==> config.mk <==
export PLATFORM = sky130hd
export DESIGN_NAME = alu_core
export DESIGN_NICKNAME = d
export VERILOG_FILES = /design/src/rtl/alu_core.sv
export SDC_FILE = /design/constraint.sdc
export NUM_CORES = 1
export LEC_CHECK = 0
export CAP_MARGIN = 20
export CORE_MARGIN = 2
export CORE_UTILIZATION = 45
export DETAILED_ROUTE_END_ITERATION = 8
export GPL_TIMING_DRIVEN = 0
export RECOVER_POWER = 100
export SKIP_CTS_REPAIR_TIMING = 1
export SYNTH_ARGS = -nofsm -noshare
export SYNTH_HDL_FRONTEND = slang
export SYNTH_SLANG_ARGS = --single-unit
==> constraint.sdc <==
create_clock -name clk -period 3.9 [get_ports clk]
set_input_delay 0.975 -clock clk [delete_from_list [all_inputs] [get_ports clk]]
set_output_delay 0.975 -clock clk [all_outputs]
set_load 0.005 [all_outputs]
==> src/rtl/alu_core.sv <==
// ---------------------------------------------------------------------------
// alu_core -- multi-cycle 8-bit ALU: add, subtract, signed multiply (radix-2
// Booth) and unsigned divide (non-restoring), sharing one A/Q/M datapath.
//
// Ports
//   clk      in   1   rising-edge clock for all state
//   rst      in   1   asynchronous active-low reset
//   start    in   1   begins an operation when sampled high in IDLE
//   sel      in   2   00 add, 01 sub, 10 signed mul, 11 unsigned div
//   inbus    in  16   operands (first word at start edge, M two edges later)
//   outbus   out 16   registered result, held until the next OUT state
//   finish   out  1   one-cycle completion pulse (high while in DONE)
//   of_flag  out  1   signed overflow of add/sub (or divide overflow)
//
// Build option
//   ALU_DIV_OVF_CHECK_EN  when defined, a divide whose quotient cannot fit in
//                         8 bits (dividend high byte >= M, incl. M = 0) skips
//                         the iterations and returns 16'hFFFF with of_flag=1.
// ---------------------------------------------------------------------------
module alu_core (
    input  logic        clk,
    input  logic        rst,
    input  logic        start,
    input  logic [1:0]  sel,
    input  logic [15:0] inbus,
    output logic [15:0] outbus,
    output logic        finish,
    output logic        of_flag
);

    typedef enum logic [2:0] {
        IDLE, GAP, LOADM, EXEC, CORR, OUT, DONE
    } state_t;

    localparam logic [1:0] OP_ADD = 2'b00;
    localparam logic [1:0] OP_SUB = 2'b01;
    localparam logic [1:0] OP_MUL = 2'b10;
    localparam logic [1:0] OP_DIV = 2'b11;

    state_t      state, state_next;
    logic [8:0]  a;
    logic [7:0]  q;
    logic [7:0]  m;
    logic        q_m1;
    logic [2:0]  count;
    logic [1:0]  op;
`ifdef ALU_DIV_OVF_CHECK_EN
    logic        div_ovf;
`endif

    logic        sub_op;
    logic [7:0]  addsub_b;
    logic [7:0]  addsub_res;
    logic        addsub_ovf;
    logic [8:0]  m_sext;
    logic [8:0]  m_zext;
    logic [8:0]  booth_acc;
    logic [8:0]  div_shift;
    logic [8:0]  div_acc;

    // Arithmetic for one EXEC step. The Booth accumulator runs on all 9 bits
    // of A with a sign-extended M so that M = -128 cannot overflow the
    // partial sum; the product still ends up in {A[7:0], Q}.
    always_comb begin
        sub_op     = (op == OP_SUB);
        addsub_b   = sub_op ? ~m : m;
        addsub_res = a[7:0] + addsub_b + {7'd0, sub_op};
        addsub_ovf = (a[7] == addsub_b[7]) && (addsub_res[7] != a[7]);

        m_sext = {m[7], m};
        m_zext = {1'b0, m};

        booth_acc = a;
        case ({q[0], q_m1})
            2'b10:   booth_acc = a - m_sext;
            2'b01:   booth_acc = a + m_sext;
            default: booth_acc = a;
        endcase

        div_shift = {a[7:0], q[7]};
        div_acc   = a[8] ? (div_shift + m_zext) : (div_shift - m_zext);
    end

    always_ff @(posedge clk or negedge rst) begin
        if (!rst) begin
            state <= IDLE;
        end else begin
            state <= state_next;
        end
    end

    // Sequencing. Add/sub leave EXEC after one cycle; multiply and divide
    // iterate until the counter reaches 7, and only divide needs CORR.
    always_comb begin
        state_next = state;
        case (state)
            IDLE:  if (start) state_next = GAP;
            GAP:   state_next = LOADM;
            LOADM: begin
                state_next = EXEC;
`ifdef ALU_DIV_OVF_CHECK_EN
                if ((op == OP_DIV) && (a[7:0] >= inbus[7:0])) state_next = OUT;
`endif
            end
            EXEC: begin
                if ((op == OP_ADD) || (op == OP_SUB)) begin
                    state_next = OUT;
                end else if (count == 3'd7) begin
                    state_next = (op == OP_DIV) ? CORR : OUT;
                end
            end
            CORR:    state_next = OUT;
            OUT:     state_next = DONE;
            DONE:    state_next = IDLE;
            default: state_next = IDLE;
        endcase
    end

    // Datapath registers and the registered outputs.
    always_ff @(posedge clk or negedge rst) begin
        if (!rst) begin
            a       <= '0;
            q       <= '0;
            m       <= '0;
            q_m1    <= 1'b0;
            count   <= '0;
            op      <= OP_ADD;
            outbus  <= '0;
            of_flag <= 1'b0;
`ifdef ALU_DIV_OVF_CHECK_EN
            div_ovf <= 1'b0;
`endif
        end else begin
            case (state)
                IDLE: begin
                    if (start) begin
                        op      <= sel;
                        count   <= '0;
                        of_flag <= 1'b0;
`ifdef ALU_DIV_OVF_CHECK_EN
                        div_ovf <= 1'b0;
`endif
                        case (sel)
                            OP_MUL: begin
                                q    <= inbus[7:0];
                                a    <= '0;
                                q_m1 <= 1'b0;
                            end
                            OP_DIV: begin
                                a <= {1'b0, inbus[15:8]};
                                q <= inbus[7:0];
                            end
                            default: a <= {1'b0, inbus[7:0]};
                        endcase
                    end
                end
                LOADM: begin
                    m <= inbus[7:0];
`ifdef ALU_DIV_OVF_CHECK_EN
                    // The dividend high byte already sits in A; the quotient
                    // only fits in 8 bits when that byte is below M.
                    div_ovf <= (op == OP_DIV) && (a[7:0] >= inbus[7:0]);
`endif
                end
                EXEC: begin
                    count <= count + 3'd1;
                    case (op)
                        OP_MUL: begin
                            a    <= {booth_acc[8], booth_acc[8:1]};
                            q    <= {booth_acc[0], q[7:1]};
                            q_m1 <= q[0];
                        end
                        OP_DIV: begin
                            a <= div_acc;
                            q <= {q[6:0], ~div_acc[8]};
                        end
                        default: begin
                            a       <= {1'b0, addsub_res};
                            of_flag <= addsub_ovf;
                        end
                    endcase
                end
                CORR: begin
                    if (a[8]) a <= a + m_zext;
                end
                OUT: begin
                    if ((op == OP_ADD) || (op == OP_SUB)) begin
                        outbus <= {8'h00, a[7:0]};
                    end else begin
                        outbus <= {a[7:0], q};
                    end
`ifdef ALU_DIV_OVF_CHECK_EN
                    if (div_ovf) begin
                        outbus  <= 16'hFFFF;
                        of_flag <= 1'b1;
                    end
`endif
                end
                default: begin
                end
            endcase
        end
    end

    assign finish = (state == DONE);

endmodule

==> results of run 1 <==
==> layout make-up <==
cell class	instances	area, um2	share of cell area
multi-input cells	453	3060	0.592
flip-flops and latches	51	1280	0.247
repair buffers	38	368	0.0713
well taps	133	166	0.0322
plain buffers	33	143	0.0276
clock buffers	6	82.6	0.0160
inverters	14	52.6	0.0102
clock inverters	2	16.3	0.00315
==> stage by stage <==
step	instance area, um2	std cells
floorplan	4560	551
detailed placement	5110	722
CTS	5210	730
global placement	5090	721
global route	5160	730
finish	5160	730
==> kinds of logic (layout without fill, tap and decap cells) <==
family                     after synthesis  count (layout)  synth area share
AOI/OAI and AO/OA                      175             175             0.241
and+or+nand+nor                        179             179             0.195
buffers and inverters                   47              93            0.0453
DFF                                     51              51             0.280
adders and majority gates               37              37             0.108
xor gates and xnor gates                32              32            0.0615
muxes                                   30              30            0.0689
==> sequential cells by signal (all words and copies together) (netlist names) <==
| name | flops |
|---|---|
| outbus | 16 |
| a | 9 |
| m | 8 |
| q | 8 |
| count | 3 |
| state | 3 |
| op | 2 |
| of_flag | 1 |
| q_m1 | 1 |
==> worst max-delay path, delay by kind of cell (launching register included) <==
family | cells | cell delay (ns)
simple gates | 4 | 1.37
compound gates | 3 | 1.05
flops | 1 | 0.39
fa+ha+maj | 1 | 0.25
buf+inv | 1 | 0.18
xor+xnor | 1 | 0.16
mux | 1 | 0.15
==> worst paths after layout <==
path,to,depth (start not counted)
hold / removal,outbus[14]$_DFFE_PN0P_,2
hold reg to reg,outbus[14]$_DFFE_PN0P_,2
max in group asynchronous,a[8]$_DFFE_PN0P_,2
setup reg to reg,a[7]$_DFFE_PN0P_,11
setup / recovery,a[7]$_DFFE_PN0P_,11
min in group asynchronous,m[0]$_DFFE_PN0P_,1
==> layer usage <==
layer  vias to the layer above  wire length [um]  GRT usage
li1                       2086                 -          -
met1                      2147              6620      0.385
met2                       200              6640      0.435
met3                        26              1250     0.0443
met4                         0               351     0.0705
met5                         -                 0          0
==> cell usage in the layout (no fill, tap or decap), types with 6 or more instances in the layout <==
cell	n
nor3_1	11
nand3_1	15
a21oi_1	40
nor3b_1	7
mux2_2	9
a31oi_1	12
clkbuf_8	6
dfrtp_1	51
xnor2_1	12
clkbuf_1	26
xor2_1	20
clkdlybuf4s50_1	17
o21ai_0	52
inv_1	14
ha_1	33
a21o_1	7
dlygate4sd3_1	19
nor2b_1	9
nand2_1	59
nor2_1	44
nand2b_1	10
a211oi_1	12
mux2i_1	19
==> impl_metrics.csv, run 1 <==
group,metric,value,unit
placement,gp_congestion,0.897,
logic_synthesis,synth.distinct_cells,63,
logic_synthesis,synth_top_cell_area_share,0.280,
die,coreArea,9820,um2
routing,post_drt_wl_per_cell,20.4,um
die,die_x,105,um
setup_path,ff2ff_setup_slack,0.22,ns
min_path,hp-class,"flop to flop",
die,fp.dieH,105,um
timing,fin_crit_sh,0.944,
timing,fmax,272,MHz
die,die-area,10900,um2
global_routing,overflow,0,
placement,post-place-ws,0.112,ns
timing,final.setup.worst_slack,0.217,ns
min_path,min-delay-start,"outbus[14]$_DFFE_PN0P_",
clock_network,cts.sinks,51,
routing,firstDrtPassIters,5,
setup_path,start_kind,"flop",
logic_synthesis,yosys_register_bits,51,
timing,hold_viol_final,0,
setup_path,path_class,"flop to flop",
timing,period_minus_slack,3.68,ns
setup_path,crit_arrival,3.86,ns
setup_path,critPathCaptureType,"flop",
die,rows,36,
die,start_util,0.464,
finish,fin_nets,654,
logic_synthesis,synth.most_common_cell,"nand2_1",
routing,drtIter0Drc,356,
placement,post-dp-hpwl,11400,um
outcome,violations,"capacitance limit, slew limit",
clock_network,cts.htree.levels,2,
logic_synthesis,synth_area_leaders,"dfrtp_1, ha_1, o21ai_0, nand2_1, a21oi_1",
logic_synthesis,synth_edf_count,0,
setup_path,rr_startpoint,"m[2]$_DFFE_PN0P_",
die,ios,39,
clock_network,cts.path.max_buffers,2,
routing,drtAntennaViolNets,0,
timing,max_slew.worst_pin.slew,2.14,ns
finish,final_core_util,0.526,
clock_network,cts_tree,"built",
setup_path,path_max_fanout,6,
logic_synthesis,synth_cells,551,
routing,drc,0,
finish,nFillCells,985,
outcome,status,"complete, but fails checks",
setup_path,path_cells,"buf_2 > nor3_1 > nor3b_1 > nor2_1 > xor2_1 > ha_1 > or3_1 > o31a_1 > mux2i_1 > a2111oi_0 > o21ai_0",
global_routing,grt_max_degree,39,
global_routing,antenna_found_initial,0,
placement,port_buffers,37,
setup_path,critPathLaunch,"m[2]$_DFFE_PN0P_",
timing,rsz0062_at_grt,"no",
timing,hold_slack,0.483,ns
global_routing,grt_pass1_vias,4323,
logic_synthesis,synth-main-ff-cell,"dfrtp_1",
timing,finalSetupViolations,0,
timing,slew_viol_final,39,
setup_path,crit_slowest_cell,"a2111oi_0",
routing,viasPerCell,6.11,
finish,antenna_cells,0,
logic_synthesis,synth_common_cells,"nand2_1, dfrtp_1, o21ai_0",
finish,syn2layout_area_growth,13.3,%
finish,drive_gt1_frac,0.0553,
setup_path,worstPathRequired,4.08,ns
clock_network,path_clk_slew,0.10,ns
job,maxCapViolCount,1,
global_routing,grt_use_total,0.273,
clock_network,cts-root-buf,"clkbuf_8",
clock_network,clkLatencyLatePin,0.31,ns
timing,clock-skew-final,0.00944,ns
logic_synthesis,yosys_warnings,0,
logic_synthesis,synth_top_cell_by_area,"dfrtp_1",
logic_synthesis,syn_nets,609,
setup_path,slowest_delay,0.54,ns
global_routing,grt_pass1_wl,23500,um
logic_synthesis,ys_seq_area_frac,0.280,
timing,max_slew_margin,-0.428,
clock_network,cts_buffers,5,
routing,vias,4459,
timing,setup_tns,0,ns
logic_synthesis,synthArstFlopShare,1.00,
logic_synthesis,syn_area,4560,um2
logic_synthesis,synth.avg_cell_area,8.27,um2
routing,wl,14900,um
Power of run 1 is left out: the tool's default activity adds up to more than one toggle a clock period on the data nets, which glitch-free logic cannot reach.
==> inputs of run 2 (changes only) <==
- ABC_AREA: unset -> 1
- CORE_MARGIN: 2 -> unset
==> run 2 against run 1 <==
The flow now finishes without violations. Via count rose by 0.25%. Register-to-register slack better by 0.42 ns. Utilization grew 1.3 points. Worst hold slack gained 0.00082 ns. Wire length shrank 5.9%. Sequential cell count is the same. Sequential share of layout area up 0.45 points. Die area down 6.0%. Clock skew rose by 0.0050 ns. Critical path depth fell by 3. Synthesized area fell by 2.3%.
==> impl_metrics.csv, run 2 <==
group,metric,value,unit
timing,max_slew.worst_pin.slew,1.03,ns
setup_path,path_cells,"inv_1 > nor3_1 > clkinvlp_2 > nand2_1 > inv_1 > nor2_1 > clkbuf_1 > o21ai_0",
global_routing,grt_pass1_wl,22000,um
timing,hold_viol_final,0,
clock_network,cts.sinks,51,
routing,vias,4470,
setup_path,ff2ff_setup_slack,0.63,ns
setup_path,start_kind,"flop",
finish,antenna_cells,0,
setup_path,path_class,"flop to flop",
finish,final_core_util,0.538,
logic_synthesis,ys_seq_area_frac,0.287,
timing,fmax,306,MHz
logic_synthesis,synth_top_cell_area_share,0.287,
timing,slew_viol_final,0,
clock_network,cts-root-buf,"clkbuf_8",
placement,post-dp-hpwl,11400,um
logic_synthesis,synth_cells,632,
finish,syn2layout_area_growth,13.9,%
die,ios,39,
clock_network,cts_tree,"built",
logic_synthesis,yosys_warnings,0,
logic_synthesis,synth_area_leaders,"dfrtp_1, nand2_1, ha_1, o21ai_0, inv_1",
die,start_util,0.473,
logic_synthesis,synthArstFlopShare,1.00,
logic_synthesis,synth_common_cells,"nand2_1, o21ai_0, inv_1",
logic_synthesis,synth_edf_count,0,
logic_synthesis,synth.avg_cell_area,7.04,um2
setup_path,crit_path_frequent_cell,"inv_1",
logic_synthesis,syn_nets,690,
finish,layout_commonest_cell,"nand2_1",
placement,gp_congestion,0.967,
clock_network,cts.htree.levels,2,
finish,top_regs,"outbus x16, a x9",
timing,max_slew_margin,0.306,
logic_synthesis,synth.distinct_cells,51,
min_path,hp-class,"flop to flop",
outcome,status,"complete, no violations",
placement,placed_cell_area,5000,um2
routing,post_drt_wl_per_cell,17.4,um
finish,drive_gt1_frac,0.0591,
clock_network,path_clk_slew,0.09,ns
logic_synthesis,synth_top_cell_by_area,"dfrtp_1",
timing,fin_crit_sh,0.838,
timing,finalSetupViolations,0,
finish,nFillCells,962,
job,maxCapViolCount,0,
setup_path,slowest_delay,0.82,ns
global_routing,grt_use_total,0.287,
die,die-area,10300,um2
routing,drtIter0Drc,312,
clock_network,cts.path.max_buffers,2,
logic_synthesis,syn_area,4450,um2
die,coreArea,9420,um2
logic_synthesis,yosys_register_bits,51,
die,die_x,101,um
timing,setup_tns,0,ns
setup_path,critPathCaptureType,"flop",
finish,top_register,"outbus",
die,fp.dieH,101,um
finish,design_area,5070,um2
global_routing,antenna_found_initial,0,
routing,drc,0,
global_routing,grt_max_degree,39,
timing,rsz0062_at_grt,"no",
routing,viasPerCell,5.55,
setup_path,path_max_fanout,10,
placement,port_buffers,37,
logic_synthesis,synth.most_common_cell,"nand2_1",
die,rows,35,
routing,drtAntennaViolNets,0,
clock_network,cts_buffers,5,
routing,firstDrtPassIters,5,
global_routing,grt_pass1_vias,4164,
timing,clock-skew-final,0.0145,ns
clock_network,clkLatencyLatePin,0.32,ns
routing,wl,14000,um
logic_synthesis,synth-main-ff-cell,"dfrtp_1",
setup_path,crit_slowest_cell,"nor3_1",
timing,period_minus_slack,3.27,ns
finish,most-common-layout-cells,"nand2_1, o21ai_0, inv_1",
setup_path,worstPathRequired,4.09,ns
finish,largest_reg_flops,16,
global_routing,overflow,0,
finish,fin_nets,735,
setup_path,crit_arrival,3.45,ns
-- run 2: changes by cell type in the layout (fill, tap and decap cells not counted), sizes merged, moves of 8 or more --
cell,change
a211oi,-10
a31oi,-11
clkbuf,-11
inv,+68
mux2,-10
mux2i,-18
nand2,+93
nand2b,-10
nand3,+36
nand4,+9
nor2,-14
nor2b,-9
nor3b,-8
o21ai,+28
-- run 2: cell families after synthesis --
group | Yosys count | synth area share
flops | 51 | 0.287
xor+xnor | 24 | 0.0472
fa+ha+maj | 37 | 0.111
buf+inv | 104 | 0.0953
mux | 2 | 0.00478
compound gates | 162 | 0.207
simple gates | 252 | 0.248
-- run 2: worst max-delay path, delay by kind of cell, from the launching register on --
kind | cells | cell delay, ns
AO/OA/AOI/OAI | 1 | 0.13
buffers and inverters | 4 | 1.29
AND/OR/NAND/NOR | 3 | 1.31
flip-flops | 1 | 0.41
-- run 2: final cells by class --
| type | count | area, um2 | share of cell area |
|---|---|---|---|
| clock buffers | 5 | 68.8 | 0.0136 |
| multi-input cells | 477 | 2730 | 0.539 |
| repair buffers | 38 | 384 | 0.0758 |
| flip-flops and latches | 51 | 1280 | 0.252 |
| well taps | 129 | 161 | 0.0318 |
| plain buffers | 20 | 92.6 | 0.0183 |
| inverters | 84 | 318 | 0.0627 |
| clock inverters | 2 | 37.5 | 0.00740 |
-- run 2: per-layer routing --
metal / global-route usage / vias up / share of wire
li1: - / 2207 / -
met1: 0.421 / 2103 / 0.49
met2: 0.455 / 139 / 0.44
met3: 0.0324 / 21 / 0.055
met4: 0.0635 / 0 / 0.017
met5: 0 / - / 0
-- run 2: path summary, 6_finish.rpt --
path / depth (start not counted) / end / from
min in group asynchronous: 1 / m[6]$_DFFE_PN0P_ / rst
max: 8 / q[6]$_DFFE_PN0P_ / state[0]$_DFFE_PN0P_
max reg2reg: 8 / q[6]$_DFFE_PN0P_ / state[0]$_DFFE_PN0P_
min: 2 / outbus[14]$_DFFE_PN0P_ / outbus[14]$_DFFE_PN0P_
max in group asynchronous: 2 / a[1]$_DFFE_PN0P_ / rst
min reg2reg: 2 / outbus[14]$_DFFE_PN0P_ / outbus[14]$_DFFE_PN0P_
-- run 2: metrics by stage --
stage	worst slack, ns	instances	hold WS (ns)
after floorplan	1.50	632	0.450
after global placement	0.0706	798	0.463
after detailed placement	0.818	799	0.471
after CTS	0.782	806	0.494
after global routing	0.320	806	0.512
final	0.633	806	0.484
Power of run 2 is left out for the same reason.
